### src/rtl/segre_pkg.sv
// Shared core types and constants: word/address sizes, the NOP encoding and fetch-stage types.
package segre_pkg;

  localparam int unsigned WORD_SIZE     = 32;
  localparam int unsigned ADDR_SIZE     = 32;
  localparam int unsigned IF_FIFO_DEPTH = 2;

  // addi x0, x0, 0
  localparam logic [WORD_SIZE-1:0] NOP_INSTR = 32'h0000_0013;

  typedef enum logic [1:0] {
    IF_IDLE,
    IF_REQ,
    IF_WAIT
  } if_state_e;

  typedef struct packed {
    logic [WORD_SIZE-1:0] instr;
    logic [ADDR_SIZE-1:0] pc;
  } fetch_entry_t;

  function automatic logic [ADDR_SIZE-1:0] word_align(input logic [ADDR_SIZE-1:0] addr);
    return addr & ~ADDR_SIZE'(3);
  endfunction

endpackage

### src/rtl/segre_fetch_fifo.sv
// Small synchronous FIFO of fetched {instr, pc} pairs with flush; circular pointers wrap at FIFO_DEPTH.
module segre_fetch_fifo
  import segre_pkg::*;
#(
  parameter int unsigned FIFO_DEPTH = IF_FIFO_DEPTH,
  localparam int unsigned PTR_W     = (FIFO_DEPTH > 1) ? $clog2(FIFO_DEPTH) : 1,
  localparam int unsigned CNT_W     = $clog2(FIFO_DEPTH + 1)
) (
  input  logic             clk_i,
  input  logic             rsn_i,
  input  logic             push_i,
  input  fetch_entry_t     push_data_i,
  input  logic             pop_i,
  input  logic             flush_i,
  output fetch_entry_t     head_o,
  output logic [CNT_W-1:0] count_o
);

  fetch_entry_t     mem_q [FIFO_DEPTH];
  logic [PTR_W-1:0] rd_ptr_q, rd_ptr_d;
  logic [PTR_W-1:0] wr_ptr_q, wr_ptr_d;
  logic [CNT_W-1:0] count_q, count_d;

  function automatic logic [PTR_W-1:0] ptr_inc(input logic [PTR_W-1:0] ptr);
    return (ptr == PTR_W'(FIFO_DEPTH - 1)) ? '0 : ptr + PTR_W'(1);
  endfunction

  // Pointer and occupancy update; flush wins over push/pop.
  always_comb begin
    rd_ptr_d = rd_ptr_q;
    wr_ptr_d = wr_ptr_q;
    count_d  = count_q;
    if (flush_i) begin
      rd_ptr_d = '0;
      wr_ptr_d = '0;
      count_d  = '0;
    end else begin
      if (push_i) wr_ptr_d = ptr_inc(wr_ptr_q);
      if (pop_i)  rd_ptr_d = ptr_inc(rd_ptr_q);
      case ({push_i, pop_i})
        2'b10:   count_d = count_q + CNT_W'(1);
        2'b01:   count_d = count_q - CNT_W'(1);
        default: count_d = count_q;
      endcase
    end
  end

  always_ff @(posedge clk_i or negedge rsn_i) begin
    if (!rsn_i) begin
      rd_ptr_q <= '0;
      wr_ptr_q <= '0;
      count_q  <= '0;
    end else begin
      rd_ptr_q <= rd_ptr_d;
      wr_ptr_q <= wr_ptr_d;
      count_q  <= count_d;
    end
  end

  // Storage needs no reset: an entry is only read once it has been written.
  always_ff @(posedge clk_i) begin
    if (push_i && !flush_i) mem_q[wr_ptr_q] <= push_data_i;
  end

  assign head_o  = mem_q[rd_ptr_q];
  assign count_o = count_q;

endmodule

### src/rtl/segre_if_stage.sv
// Instruction fetch stage: owns the fetch PC, issues one-outstanding word reads and buffers
// returned instructions for ID; redirects flush the buffer and squash an in-flight response.
module segre_if_stage
  import segre_pkg::*;
#(
  parameter logic [ADDR_SIZE-1:0] BOOT_ADDR  = 32'h0000_0000,
  parameter int unsigned          FIFO_DEPTH = IF_FIFO_DEPTH
) (
  input  logic                 clk_i,
  input  logic                 rsn_i,
  input  logic                 fetch_en_i,
  output logic                 mem_req_o,
  output logic [ADDR_SIZE-1:0] mem_addr_o,
  input  logic                 mem_gnt_i,
  input  logic                 mem_rvalid_i,
  input  logic [WORD_SIZE-1:0] mem_rdata_i,
  input  logic                 block_if_i,
  input  logic                 redirect_i,
  input  logic [ADDR_SIZE-1:0] redirect_pc_i,
  output logic [WORD_SIZE-1:0] instr_o,
  output logic [ADDR_SIZE-1:0] pc_o,
  output logic                 valid_if_o
);

  localparam int unsigned CNT_W = $clog2(FIFO_DEPTH + 1);

  if_state_e            state_q, state_d;
  logic [ADDR_SIZE-1:0] fetch_pc_q, fetch_pc_d;
  logic [ADDR_SIZE-1:0] req_pc_q, req_pc_d;
  logic                 discard_q, discard_d;

  logic                 fifo_valid;
  logic                 fill;
  logic                 pop;
  logic                 issue_ok;
  logic [CNT_W-1:0]     count;
  logic [CNT_W:0]       count_next;
  fetch_entry_t         push_entry;
  fetch_entry_t         head;

  assign fifo_valid = (count != '0);
  assign fill       = mem_rvalid_i & (state_q == IF_WAIT) & ~discard_q & ~redirect_i;
  assign pop        = fifo_valid & ~block_if_i & ~redirect_i;
  assign count_next = (CNT_W+1)'(count) + (CNT_W+1)'(fill) - (CNT_W+1)'(pop);
  // A new request must find a slot free after this cycle's fill/pop: that slot is its reservation.
  assign issue_ok   = fetch_en_i & ~redirect_i & ~discard_q
                    & (count_next < (CNT_W+1)'(FIFO_DEPTH));
  assign push_entry = '{instr: mem_rdata_i, pc: req_pc_q};

  segre_fetch_fifo #(
    .FIFO_DEPTH (FIFO_DEPTH)
  ) u_fetch_fifo (
    .clk_i       (clk_i),
    .rsn_i       (rsn_i),
    .push_i      (fill),
    .push_data_i (push_entry),
    .pop_i       (pop),
    .flush_i     (redirect_i),
    .head_o      (head),
    .count_o     (count)
  );

  assign valid_if_o = fifo_valid;
  assign instr_o    = fifo_valid ? head.instr : NOP_INSTR;
  assign pc_o       = fifo_valid ? head.pc    : '0;

  // Request FSM: next state, fetch PC bookkeeping and memory request outputs.
  always_comb begin
    state_d    = state_q;
    fetch_pc_d = fetch_pc_q;
    req_pc_d   = req_pc_q;
    discard_d  = discard_q;
    mem_req_o  = 1'b0;
    mem_addr_o = fetch_pc_q;

    if (discard_q && mem_rvalid_i) discard_d = 1'b0;

    if (redirect_i) begin
      state_d    = IF_IDLE;
      fetch_pc_d = word_align(redirect_pc_i);
      if ((state_q == IF_WAIT) && !mem_rvalid_i) discard_d = 1'b1;
    end else begin
      case (state_q)
        IF_IDLE: begin
          if (issue_ok) state_d = IF_REQ;
        end
        IF_REQ: begin
          mem_req_o = 1'b1;
          if (mem_gnt_i) begin
            req_pc_d   = fetch_pc_q;
            fetch_pc_d = fetch_pc_q + ADDR_SIZE'(4);
            state_d    = IF_WAIT;
          end
        end
        IF_WAIT: begin
          if (mem_rvalid_i) begin
            mem_req_o = issue_ok;
            if (!issue_ok) begin
              state_d = IF_IDLE;
            end else if (mem_gnt_i) begin
              req_pc_d   = fetch_pc_q;
              fetch_pc_d = fetch_pc_q + ADDR_SIZE'(4);
              state_d    = IF_WAIT;
            end else begin
              state_d = IF_REQ;
            end
          end
        end
        default: state_d = IF_IDLE;
      endcase
    end
  end

  always_ff @(posedge clk_i or negedge rsn_i) begin
    if (!rsn_i) begin
      state_q    <= IF_IDLE;
      fetch_pc_q <= BOOT_ADDR;
      req_pc_q   <= '0;
      discard_q  <= 1'b0;
    end else begin
      state_q    <= state_d;
      fetch_pc_q <= fetch_pc_d;
      req_pc_q   <= req_pc_d;
      discard_q  <= discard_d;
    end
  end

  a_no_fill_when_full: assert property (@(posedge clk_i) disable iff (!rsn_i)
    !(fill && (count == CNT_W'(FIFO_DEPTH))));

  a_no_orphan_rvalid: assert property (@(posedge clk_i) disable iff (!rsn_i)
    !(mem_rvalid_i && (state_q != IF_WAIT) && !discard_q));

  a_req_held_until_gnt: assert property (@(posedge clk_i) disable iff (!rsn_i)
    (mem_req_o && !mem_gnt_i) |=> (redirect_i || (mem_req_o && $stable(mem_addr_o))));

endmodule

### config.mk
export PLATFORM = sky130hd
export DESIGN_NAME = segre_if_stage
export DESIGN_NICKNAME = d
export VERILOG_FILES = /design/src/rtl/segre_pkg.sv /design/src/rtl/segre_fetch_fifo.sv /design/src/rtl/segre_if_stage.sv
export SDC_FILE = /design/constraint.sdc
export NUM_CORES = 1
export LEC_CHECK = 0
export BUFFER_PORTS_ARGS = -buffer_cell sky130_fd_sc_hd__buf_2
export CAP_MARGIN = 25
export CORE_UTILIZATION = 50
export CTS_BUF_LIST = sky130_fd_sc_hd__clkbuf_16
export DETAILED_ROUTE_END_ITERATION = 8
export PLACE_DENSITY = 0.78
export SYNTH_ARGS = -nofsm -noshare
export SYNTH_HDL_FRONTEND = slang
export SYNTH_SLANG_ARGS = --single-unit
export TNS_END_PERCENT = 100
### constraint.sdc
create_clock -name clk_i -period 20.1 [get_ports clk_i]
set_input_delay 1.005 -clock clk_i [delete_from_list [all_inputs] [get_ports clk_i]]
set_output_delay 1.005 -clock clk_i [all_outputs]
set_load 0.005 [all_outputs]
Yosys cells after proc, flatten, opt, wreduce, memory -nomap -nowiden. Memories as Yosys holds them, arrays and structs flattened. Index checks and enable logic that the tools add are counted.

Div/mod/pow operators: 0. Mux-type cells: 34. Equality and inequality tests: 10. Shift-type cells: 0. Reductions and logical operators: 15. $mul: 0. $lt $le $gt $ge: 1. Bitwise operators: 11. Add/subtract/negate cells: 7.

Operators with widths (number): 32-bit two-way mux (9); 32-bit one-hot mux with 2 select lines (2); 32-bit by 3-bit adder with 32-bit output, second input constant (1); 2-bit two-way mux (7); 1-bit two-way mux (13); 3-bit != test, second input constant (4); 1-bit bitwise AND (8); 2-bit nonzero test (4); 2-bit one-hot mux with 3 select lines (1); 3-bit AND reduction (2); 3-bit nonzero test (2); 2-bit by 1-bit == test with 1-bit output, second input constant (2); 2-bit == test, second input constant (2); 2-bit != test, second input constant (2); 2-bit one-hot mux with 2 select lines (1); 4-bit AND reduction (1); 2-bit by 1-bit adder with 3-bit output (1); 1-bit logical AND (3); 3-bit by 2-bit less-than comparator with 1-bit output, second input constant (1); 1-bit NOT (3); 3-bit by 1-bit subtractor with 3-bit output (1); 1-bit adder, second input constant (2); 2-bit by 1-bit adder with 2-bit output, second input constant (1); 1-bit logical NOT (2); other kinds (3) (3).

Word-level logic and storage cells: 86. ROM bits: 0. Output and inout bits: 98. Bits in latches: 0. Memories kept: 1. Memory bits (writable): 128. Register bits: 71. Bits of input ports: 71.

Memory list: u_fetch_fifo.mem_q (words 2, bits a word 64, rd ports 1, clocked after memory_dff 0, write ports 1, line segre_fetch_fifo.sv:19) `fetch_entry_t mem_q [FIFO_DEPTH];`.

Logic depth before layout (Yosys ltp). Gate-level depths: netlist of run 1.

Word-level depth: 12. Depth in mapped cells: 13. Gate-level depth less buffers: 10.

Modules after synthesis. Synthesis of run 1 repeated with hierarchy kept, for this count alone.

Cell total of the unflattened synthesis: 633. Area total of the unflattened synthesis: 9006.1 um^2.

Modules (own cells, without submodules): segre_fetch_fifo (cells an instance 218, area each 5028.6 um^2, seq. area each 3943.8 um^2, instances 1); segre_if_stage (cells an instance 415, area each 3977.6 um^2, seq. area each 1576.5 um^2, instances 1).

Least setup slack after synthesis of run 1. No wires, ideal clock.

Kind: in2reg. Start: input port redirect_i. End: memory u_fetch_fifo.mem_q[1][10] (netlist bit) (enable). Arrival time: 5.927 ns. Path buffers: 2. Path slack: 13.602 ns. Library setup time: 0.571 ns. Cell stages on the path: 3. Data required time: 19.529 ns. Cells stage by stage: buf_2 > clkbuf_1 > nor3b_1.

Word-level cells in the longest chain between the ends: 5. Elaborated cells between the ends (all ways): 6. Classes of those cells: 2 x mux; 2 x bitwise; 2 x reduce/logical.

Ends and longest elaborated chain: start: declaration (line segre_if_stage.sv:18) `input logic redirect_i,`; 1-bit NOT (no line); 1-bit bitwise AND (line segre_if_stage.sv:42) `assign fill = mem_rvalid_i & (state_q == IF_WAIT) & ~discard_q & ~redirect_i;`; 1-bit logical AND * (line segre_fetch_fifo.sv:62) `if (push_i && !flush_i) mem_q[wr_ptr_q] <= push_data_i;`; 1-bit two-way mux * (line segre_fetch_fifo.sv:62); 1-bit two-way mux (implied by the code) * (line segre_fetch_fifo.sv:62); end: declaration (line segre_fetch_fifo.sv:19).

Every way passes the cells marked *; elsewhere a longest branch is shown, timed or not.

Worst setup path in the final report of run 1.
Start: input port redirect_i. End: output port mem_req_o.

Word-level cells in the longest chain between the ends: 9. Elaborated cells between the ends (all ways): 12. Classes of those cells: 2 x add/sub; 1 x order compare; 3 x mux; 6 x bitwise.

Ends and longest elaborated chain: 1-bit NOT (no line); 1-bit bitwise AND (line segre_if_stage.sv:42); 2-bit by 1-bit adder with 3-bit output (line segre_if_stage.sv:44) `assign count_next = (CNT_W+1)'(count) + (CNT_W+1)'(fill) - (CNT_W+1)'(pop);`; 3-bit by 1-bit subtractor with 3-bit output (line segre_if_stage.sv:44); 3-bit by 2-bit less-than comparator with 1-bit output (line segre_if_stage.sv:47) `& (count_next < (CNT_W+1)'(FIFO_DEPTH));`; 1-bit bitwise AND (line segre_if_stage.sv:47); 1-bit two-way mux (line segre_if_stage.sv:96) `if (mem_rvalid_i) begin`; 1-bit one-hot mux with 2 select lines (line segre_if_stage.sv:83) `case (state_q)`; 1-bit two-way mux * (line segre_if_stage.sv:78) `if (redirect_i) begin`; end: declaration (line segre_if_stage.sv:12) `output logic mem_req_o,`.

Marks and branches as above.

==> results list, run 1 <==
- Status: complete, no violations
* Worst supply voltage drop on vdd: 0.0000728 V
* Hold slack: 0.475 ns
- 0 antenna diodes ended up in the layout.
- Summed over all layers, the global routing overflow is 0.
* Worst-case hold path end point: u_fetch_fifo.mem_q[1][30]
- CTS built an H-tree with a depth of 4.
- TritonCTS created 17 clock buffers.
* Post-route total power: between 1000 and 1500 uW
- Summed over all cells, the static leakage comes to 0.00382 uW.
- Transition time at the pin with the least slew margin: around 1.1 ns
- Synthesis produced 587 cells.
* Type of the tightest min-delay check: flip-flop to flip-flop
- Hold_sp: req_pc_q[30]
* Routed Antenna Nets: 0
* Clk sink count: ~190
* Routed vias/inst: 5.30
- Boundary Pins: 169
- Crit Reg-Reg Startpoint: u_fetch_fifo.count_o[1]
* Post-synthesis sequential element count: roughly 190
- The slowest stage of the critical path is the sky130_fd_sc_hd__buf_4 cell.
- Most used DFF post-synth: sky130_fd_sc_hd__edfxtp_1
* Arrival time at the worst endpoint: around 3.7 ns
- Port-buffer cells: about 160
- In this run the clock root is driven by a sky130_fd_sc_hd__clkbuf_16.
- Buffers added to address setup during post-CTS repair amount to 0.
- Die Height: 130 um
- For this run, asynchronously set or reset flops after synthesis account for 0.351.
- Fin nets: 824
- Critical-path maximum fanout: 64
* Setup CP Type: primary input to output port
- Effective utilization at floorplan: 0.513
- Final period utilization: 0.235
- STA classifies the critical path endpoint as an output port.
- Number of hold buffers added after CTS: 0
* Wire length of the first global-routing pass: roughly 26000 um
* Num rows: between 40 and 50
* Die Width: roughly 130 um
- Cell Area, Synth: 8170 um2
- Final-report max-slew violation count: 0
* Maximum operating frequency: 211 MHz
- Final total negative setup slack: 0 ns
- Cell-by-cell trace of the critical path: buf_2 -> buf_4 -> nor3_1 -> ha_1 -> or3_1 -> fa_1 -> xnor2_2 -> a41oi_1 -> nor3b_1 -> buf_2
- In the global route stage, overall resource usage came out at 0.205.
- Max Buffers Root-to-Sink: 2
* Cell total after placement: around 940
- The worst path needs 4.73 ns of the cycle, external delays included.
- Total length of routed wires: 16500 um
- Crit path required time: 19.09 ns
- TritonCTS built the clock tree.
* Vias in the first global route: 5095
- Mean area per synthesized cell: about 14 um2
- For this run, the register share of the synthesized area comes to 0.661.
- The most common cell in the synthesized netlist is sky130_fd_sc_hd__edfxtp_1.
- Setup slack on the worst reg-to-reg path comes out at 15.81 ns.
- Detailed placement finished with a half-perimeter wire length of 10700 um.
- The commonest cells after synthesis are sky130_fd_sc_hd__edfxtp_1 (124), sky130_fd_sc_hd__nor2_1 (70), sky130_fd_sc_hd__dfrtp_1 (67).
* Setup repair after global routing missed its margin: no
- Relative to the synthesized area, the layout overhead comes to 19.7%.
* Synthesis Warnings: 0
- Skew-Pair Late Insertion Delay: roughly 0.43 ns
- Die area: 16900 um2
- Pin count of the biggest net entering global routing: 68
- Cells resized by post-CTS repair: 0
- For this run, design rule violations remaining after detail routing come to 0.
* Final weighted congestion in routability-driven placement: 0.820
* Power density normalized to cell area: 103 nW/um2
- Of all cell types, the one taking the most synthesized area is sky130_fd_sc_hd__edfxtp_1.
* Yosys top cell area share: 0.456
- Detailed router's first-iteration violation count: 264
- After detailed routing, the average wire length per cell comes to about 17 um.
* Number of setup violations in the final report: 0
* Stage delay of the slowest cell on the critical path: approximately 0.53 ns
* Largest cells by area after synthesis: sky130_fd_sc_hd__edfxtp_1 (46%), sky130_fd_sc_hd__dfrtp_1 (21%), sky130_fd_sc_hd__mux2i_1 (7.8%)
* Type of origin of the critical path: primary input
- Antenna violations before repair: 0
- The number of failing hold endpoints at the final stage came to 0.
* Count of max-cap constraint violations: 0
- Yosys mapped the design onto 46 distinct sky130hd cell types.
* Final cell count without fillers: 975
- Critical Path Most Common Cell: sky130_fd_sc_hd__buf_2
- Counting flops with a built-in enable in the synthesized netlist gives 124.
* Reg2reg end: req_pc_q[25]
- Clock edge transition at the registers on the reported setup and hold paths: 0.07 ns
* Post-Route Skew: slightly above 0.005 ns
* First-pass iteration count of the detailed router: 4
- Headroom to the max-slew limit came out at 0.298.
- Hold Path Cell Cnt: 0
- Of the cells placed in the final design, the portion with a size suffix greater than 1 is 0.331.
- Counting cells, the worst reg-to-reg path comes to 11.
- Routed vias: 5168
- The core region is 15900 um2.
kinds of logic after synthesis:
group | count (synthesis) | share of synthesized area
DFF | 191 | 0.661
and+or+nand+nor | 177 | 0.109
xor gates and xnor gates | 32 | 0.0352
adders and majority gates | 7 | 0.0116
other | 1 | 0.000459
buffers and inverters | 41 | 0.0225
muxes | 104 | 0.134
AOI/OAI and AO/OA | 34 | 0.0271
metal layers:
metal / vias up / part of all wire / global-route usage / wire length (um)
met2: 172 / 0.49 / 0.343 / 8130
li1: 2441 / - / - / -
met4: 0 / 0.014 / 0.0828 / 235
met1: 2536 / 0.43 / 0.263 / 7100
met3: 19 / 0.062 / 0.0414 / 1010
met5: - / 0 / 0 / 0
report_power, final:
group	internal, uW	switching (uW)
combinational	75.0	80.9
sequential	488	43.0
clock	177	141
layout make-up:
class | instances | area (um2)
well taps | 216 | 270
repair buffers | 171 | 898
multi-input cells | 358 | 2620
fillers | 1233 | 6160
inverters | 7 | 26.3
clock inverters | 14 | 110
clock buffers | 18 | 450
flip-flops and latches | 191 | 5400
worst max path at each step:
stage / startpoint / end / slack [ns]
finish: redirect_i / mem_req_o / 15.37
global route: u_fetch_fifo.count_o[1] / mem_req_o / 15.14
CTS: redirect_i / mem_req_o / 15.36
detailed placement: redirect_i / req_pc_q[25] / 15.29
global placement: redirect_i / req_pc_q[23] / 15.39
floorplan: redirect_i / u_fetch_fifo.mem_q[1][10] / 13.60
worst max-delay path: cells and delay by family:
kind	cells	cell delay (ns)
buffers and inverters	3	0.77
adders and majority gates	2	0.71
and+or+nand+nor	3	0.70
xor gates and xnor gates	1	0.36
AOI/OAI and AO/OA	1	0.16
state kept, by name, indices dropped and copies added, names as in the netlist:
| signal | flops |
|---|---|
| u_fetch_fifo.mem_q | 124 |
| mem_addr_o | 30 |
| req_pc_q | 30 |
| state_q | 2 |
| u_fetch_fifo.count_o | 2 |
| discard_q | 1 |
| u_fetch_fifo.rd_ptr_q | 1 |
| u_fetch_fifo.wr_ptr_q | 1 |
stage by stage:
| stage | area, um2 | util | setup slack (ns) |
|---|---|---|---|
| 2_1_floorplan | 8180 | - | 13.60 |
| 3_3_place_gp | 9190 | 0.576 | 15.39 |
| 3_5_place_dp | 9190 | 0.576 | 15.29 |
| 4_1_cts | 9750 | 0.612 | 15.36 |
| 5_1_grt | 9780 | 0.613 | 15.14 |
| 6_report | 9780 | 0.613 | 15.37 |
cell usage in the layout (no fill, tap or decap), types with 2 or more instances in the layout:
cell	Yosys	final
sky130_fd_sc_hd__clkinv_2	0	2
sky130_fd_sc_hd__buf_4	4	8
sky130_fd_sc_hd__o21ai_1	15	15
sky130_fd_sc_hd__buf_2	6	162
sky130_fd_sc_hd__mux2_1	3	3
sky130_fd_sc_hd__o21ai_0	8	8
sky130_fd_sc_hd__clkbuf_16	0	18
sky130_fd_sc_hd__xnor2_1	21	21
sky130_fd_sc_hd__mux2i_1	64	64
sky130_fd_sc_hd__mux2_2	37	37
sky130_fd_sc_hd__nor3_2	1	2
sky130_fd_sc_hd__edfxtp_1	124	124
sky130_fd_sc_hd__nor2_1	70	68
sky130_fd_sc_hd__inv_4	0	4
sky130_fd_sc_hd__a211oi_1	2	2
sky130_fd_sc_hd__and4_1	4	4
sky130_fd_sc_hd__nor4_4	2	2
sky130_fd_sc_hd__nor3_1	16	15
sky130_fd_sc_hd__ha_1	6	6
sky130_fd_sc_hd__inv_1	7	9
sky130_fd_sc_hd__xor2_1	10	10
sky130_fd_sc_hd__and2_1	2	2
sky130_fd_sc_hd__dfrtp_1	67	66
sky130_fd_sc_hd__nand3_1	8	8
sky130_fd_sc_hd__nor3b_1	5	4
sky130_fd_sc_hd__a21oi_1	4	4
sky130_fd_sc_hd__nand4_1	12	12
sky130_fd_sc_hd__inv_6	0	2
sky130_fd_sc_hd__or3_1	2	2
sky130_fd_sc_hd__nor2b_1	3	3
sky130_fd_sc_hd__nand2_1	35	35
sky130_fd_sc_hd__a41oi_1	2	2
sky130_fd_sc_hd__conb_1	1	4
sky130_fd_sc_hd__and3_1	6	6
sky130_fd_sc_hd__nor4_1	4	4
No activity file was read; power rests on OpenSTA's default activity.
==> run 2, diff against run 1 <==
--- a/config.mk
+++ b/config.mk
@@ -7,10 +7,10 @@
 export LEC_CHECK = 0
 export BUFFER_PORTS_ARGS = -buffer_cell sky130_fd_sc_hd__buf_2
 export CAP_MARGIN = 25
-export CORE_UTILIZATION = 50
+export CORE_UTILIZATION = 49
 export CTS_BUF_LIST = sky130_fd_sc_hd__clkbuf_16
 export DETAILED_ROUTE_END_ITERATION = 8
-export PLACE_DENSITY = 0.78
+export PLACE_DENSITY = 0.79
 export SYNTH_ARGS = -nofsm -noshare
 export SYNTH_HDL_FRONTEND = slang
 export SYNTH_SLANG_ARGS = --single-unit
==> constraint.sdc (replaced) <==
create_clock -name clk_i -period 3.8 [get_ports clk_i]
set_input_delay 0.19 -clock clk_i [delete_from_list [all_inputs] [get_ports clk_i]]
set_output_delay 0.19 -clock clk_i [all_outputs]
set_load 0.005 [all_outputs]
==> results list, run 2 (synthesized netlist as in run 1, its figures left out) <==
* Internal Pwr Total: 4020 uW (+440%)
- First-pass iteration count of the detailed router: 4 (unchanged)
- Setup repair after global routing left no endpoint under its margin.
* Die area: 17200 um2 (+2.0%)
* Count of max-cap constraint violations: 0 (unchanged)
- Clk sink count: 191 (unchanged)
- The total instance count after detailed placement is 944 (+0.21%).
- The data required time at the worst endpoint was 4.11 ns (-14.98 ns).
- The via count normalized by instance count came to 5.22 (-1.4%).
* Fin nets: 886 (+7.5%)
- Die Height: 131 um (+1.0%)
- The proportion of power drawn by the clock network came to 0.323 (+0.007).
- Of the available clock period, the critical path in the final layout requires 0.929.
* Pin count of the biggest net entering global routing: 65 (-4.4%)
- The DRC violation count after routing was 0 (unchanged).
- Final cell count without fillers: 1037 (+6.4%)
- STA classifies the critical path endpoint as a flip-flop.
- Power density normalized to cell area: 523 nW/um2 (+410%)
* Hold slack: 0.0220 ns (-0.453 ns)
- The die extent in x came to 131 um (+1.0%).
- Number of setup violations in the final report: 0 (unchanged)
- Overflow left after global routing: 0 (unchanged)
- Skew-Pair Late Insertion Delay: 0.42 ns (about the same)
* Post-Route Skew: 0.00810 ns (+0.00291 ns)
* Setup ws final: 0.272 ns (-15.10 ns)
- The remaining max-slew budget at the tightest pin came to 0.499 (+0.200).
* Switching portion of total power: 0.263 (about the same)
- Antenna violations before repair: 0 (unchanged)
* Flip-flop count of the largest register after layout: 124 (unchanged)
- The post-route setup TNS is 0 ns (unchanged).
- Arrival time at the worst endpoint: 3.84 ns (+0.11 ns)
- The share of layout cells above drive strength 1 is 0.309 (-0.0213).
* Clock edge transition at the registers on the reported setup and hold paths: 0.07 ns (about the same)
- STA classifies the critical path startpoint as a flip-flop.
- The total wirelength of the detailed-routed design came to 17500 um (+6.4%).
- The total net switching power was 1440 uW (+440%).
* Crit-path slowest cell: sky130_fd_sc_hd__dfrtp_1
* Maximum level of the CTS H-tree: 4 (unchanged)
- Effective utilization at floorplan: 0.509 (-0.00367)
* Number of hold buffers added after CTS: 60 (+60)
- The max-slew violation count was 0 (unchanged).
* Status: complete, no violations
* Num rows: 46 (unchanged)
* R2R Setup Slk: 0.27 ns (-15.54 ns)
- The proportion of power drawn by combinational gates was 0.162 (+0.007).
- The via count of the routed design came to 5417 (+4.8%).
- The number of cells upsized or downsized after cts is 0 (unchanged).
- Top reg by flops: u_fetch_fifo.mem_q
- The peak fanout along the critical path came to 14 (-78%).
* Final Critical Period: 3.53 ns
* Global-route usage over all layers: 0.212 (+0.00652)
- Routed Antenna Nets: 0 (unchanged)
- Core Region: 16100 um2 (+0.72%)
- Port-buffer cells: 162 (unchanged)
- In this run the clock root is driven by a sky130_fd_sc_hd__clkbuf_16.
- The tightest min-delay check is of the primary input to flip-flop type.
- Most common cell after layout, fill and taps aside: sky130_fd_sc_hd__buf_2
- TritonCTS built the clock tree.
- Maximum operating frequency: 283 MHz
- Post-DP HPWL: 11100 um (+3.1%)
- The global placer's final weighted congestion is 0.818 (-0.27%).
* Setup CP Type: flip-flop to flip-flop
- Boundary Pins: 169 (unchanged)
* Buffer count from post-CTS setup fixing: 0 (unchanged)
- The relative contribution of sequential cells to total power came to 0.515 (-0.014).
- The number of failing hold endpoints at the final stage was 0 (unchanged).
- Routed length per instance: 16.9 um (about the same)
- Inserted Diodes: 0 (unchanged)
- Detailed router's first-iteration violation count: 233 (-12%)
* Stage delay of the slowest cell on the critical path: 0.44 ns (-0.09 ns)
- Relative to the synthesized area, the layout overhead comes to 27.7%.
- Max Buffers Root-to-Sink: 2 (unchanged)
* Cell-by-cell trace of the critical path: inv_1 -> ha_1 -> nand3b_1 -> or3_1 -> fa_1 -> xnor2_2 -> a32oi_2 -> buf_4 -> nor4_1 -> xor2_1 -> mux2_2
- Top library cells by usage in the layout, fill and taps aside: sky130_fd_sc_hd__buf_2 (162), sky130_fd_sc_hd__edfxtp_1 (124), sky130_fd_sc_hd__nor2_1 (68), sky130_fd_sc_hd__dfrtp_1 (66), sky130_fd_sc_hd__mux2i_1 (64)
- CTS Buf Count: 17 (unchanged)
- Leakage power: 0.00409 uW (+7.1%)
- Wire length of the first global-routing pass: 28400 um (+9.8%)
* Worst supply voltage drop on vdd: 0.000319 V (+340%)
* Worst slack, placed: 0.286 ns (-15.01 ns)
- Vias in the first global route: 5591 (+9.7%)
- Transition time at the pin with the least slew margin: 0.752 ns (-0.301 ns)
## run 2: cell count changes in the layout (fill, tap and decap cells not counted), moves of 2 or more
cell	previous run	this run
sky130_fd_sc_hd__buf_4	8	10
sky130_fd_sc_hd__dlygate4sd3_1	0	60
sky130_fd_sc_hd__inv_1	9	7
sky130_fd_sc_hd__inv_4	4	1
sky130_fd_sc_hd__inv_8	0	2
## run 2: final timing paths
path	from	endpoint	cells past startpoint
setup / recovery	state_q[0]	mem_addr_o[14]	11
max in group asynchronous	rsn_i	u_fetch_fifo.rd_ptr_q	3
hold reg to reg	req_pc_q[4]	u_fetch_fifo.mem_q[0][4]	0
min in group asynchronous	rsn_i	req_pc_q[7]	2
setup reg to reg	state_q[0]	mem_addr_o[14]	11
hold / removal	redirect_pc_i[13]	mem_addr_o[13]	2
## run 2: critical path: cells and delay by family, from the launching register on
kind | cells | cell delay [ns]
muxes | 1 | 0.27
buffers and inverters | 2 | 0.37
adders and majority gates | 2 | 0.78
DFF | 1 | 0.44
AOI/OAI and AO/OA | 1 | 0.26
xor gates and xnor gates | 2 | 0.48
and+or+nand+nor | 3 | 0.81
## run 2: routing by layer
| metal | GRT usage | part of all wire | vias to the layer above |
|---|---|---|---|
| li1 | - | - | 2566 |
| met1 | 0.252 | 0.43 | 2651 |
| met2 | 0.376 | 0.51 | 181 |
| met3 | 0.0463 | 0.047 | 19 |
| met4 | 0.0739 | 0.012 | 0 |
| met5 | 0 | 0 | - |
## run 2: area by class of cell
type / instances / area (um2)
well taps: 216 / 270
repair buffers: 233 / 1510
clock buffers: 19 / 475
clock inverters: 13 / 123
inverters: 7 / 26.3
flip-flops and latches: 191 / 5400
fillers: 1150 / 5620
multi-input cells: 358 / 2630
## run 2: power by group through the flow
stage / sequential (uW) / clock [uW] / combinational [uW]
detailed placement: 2860 / 0 / 821
floorplan: 2760 / 0 / 586
global route: 2850 / 1880 / 970
global placement: 2830 / 0 / 778
finish: 2810 / 1760 / 885
CTS: 2820 / 1800 / 878
## run 2: stage by stage
stage / power [uW] / cell area [um2] / utilization
after global placement: 3610 / 9220 / 0.574
after global routing: 5700 / 10400 / 0.650
after detailed placement: 3690 / 9220 / 0.574
after CTS: 5500 / 10400 / 0.649
final: 5460 / 10400 / 0.650
after floorplan: 3350 / 8210 / -
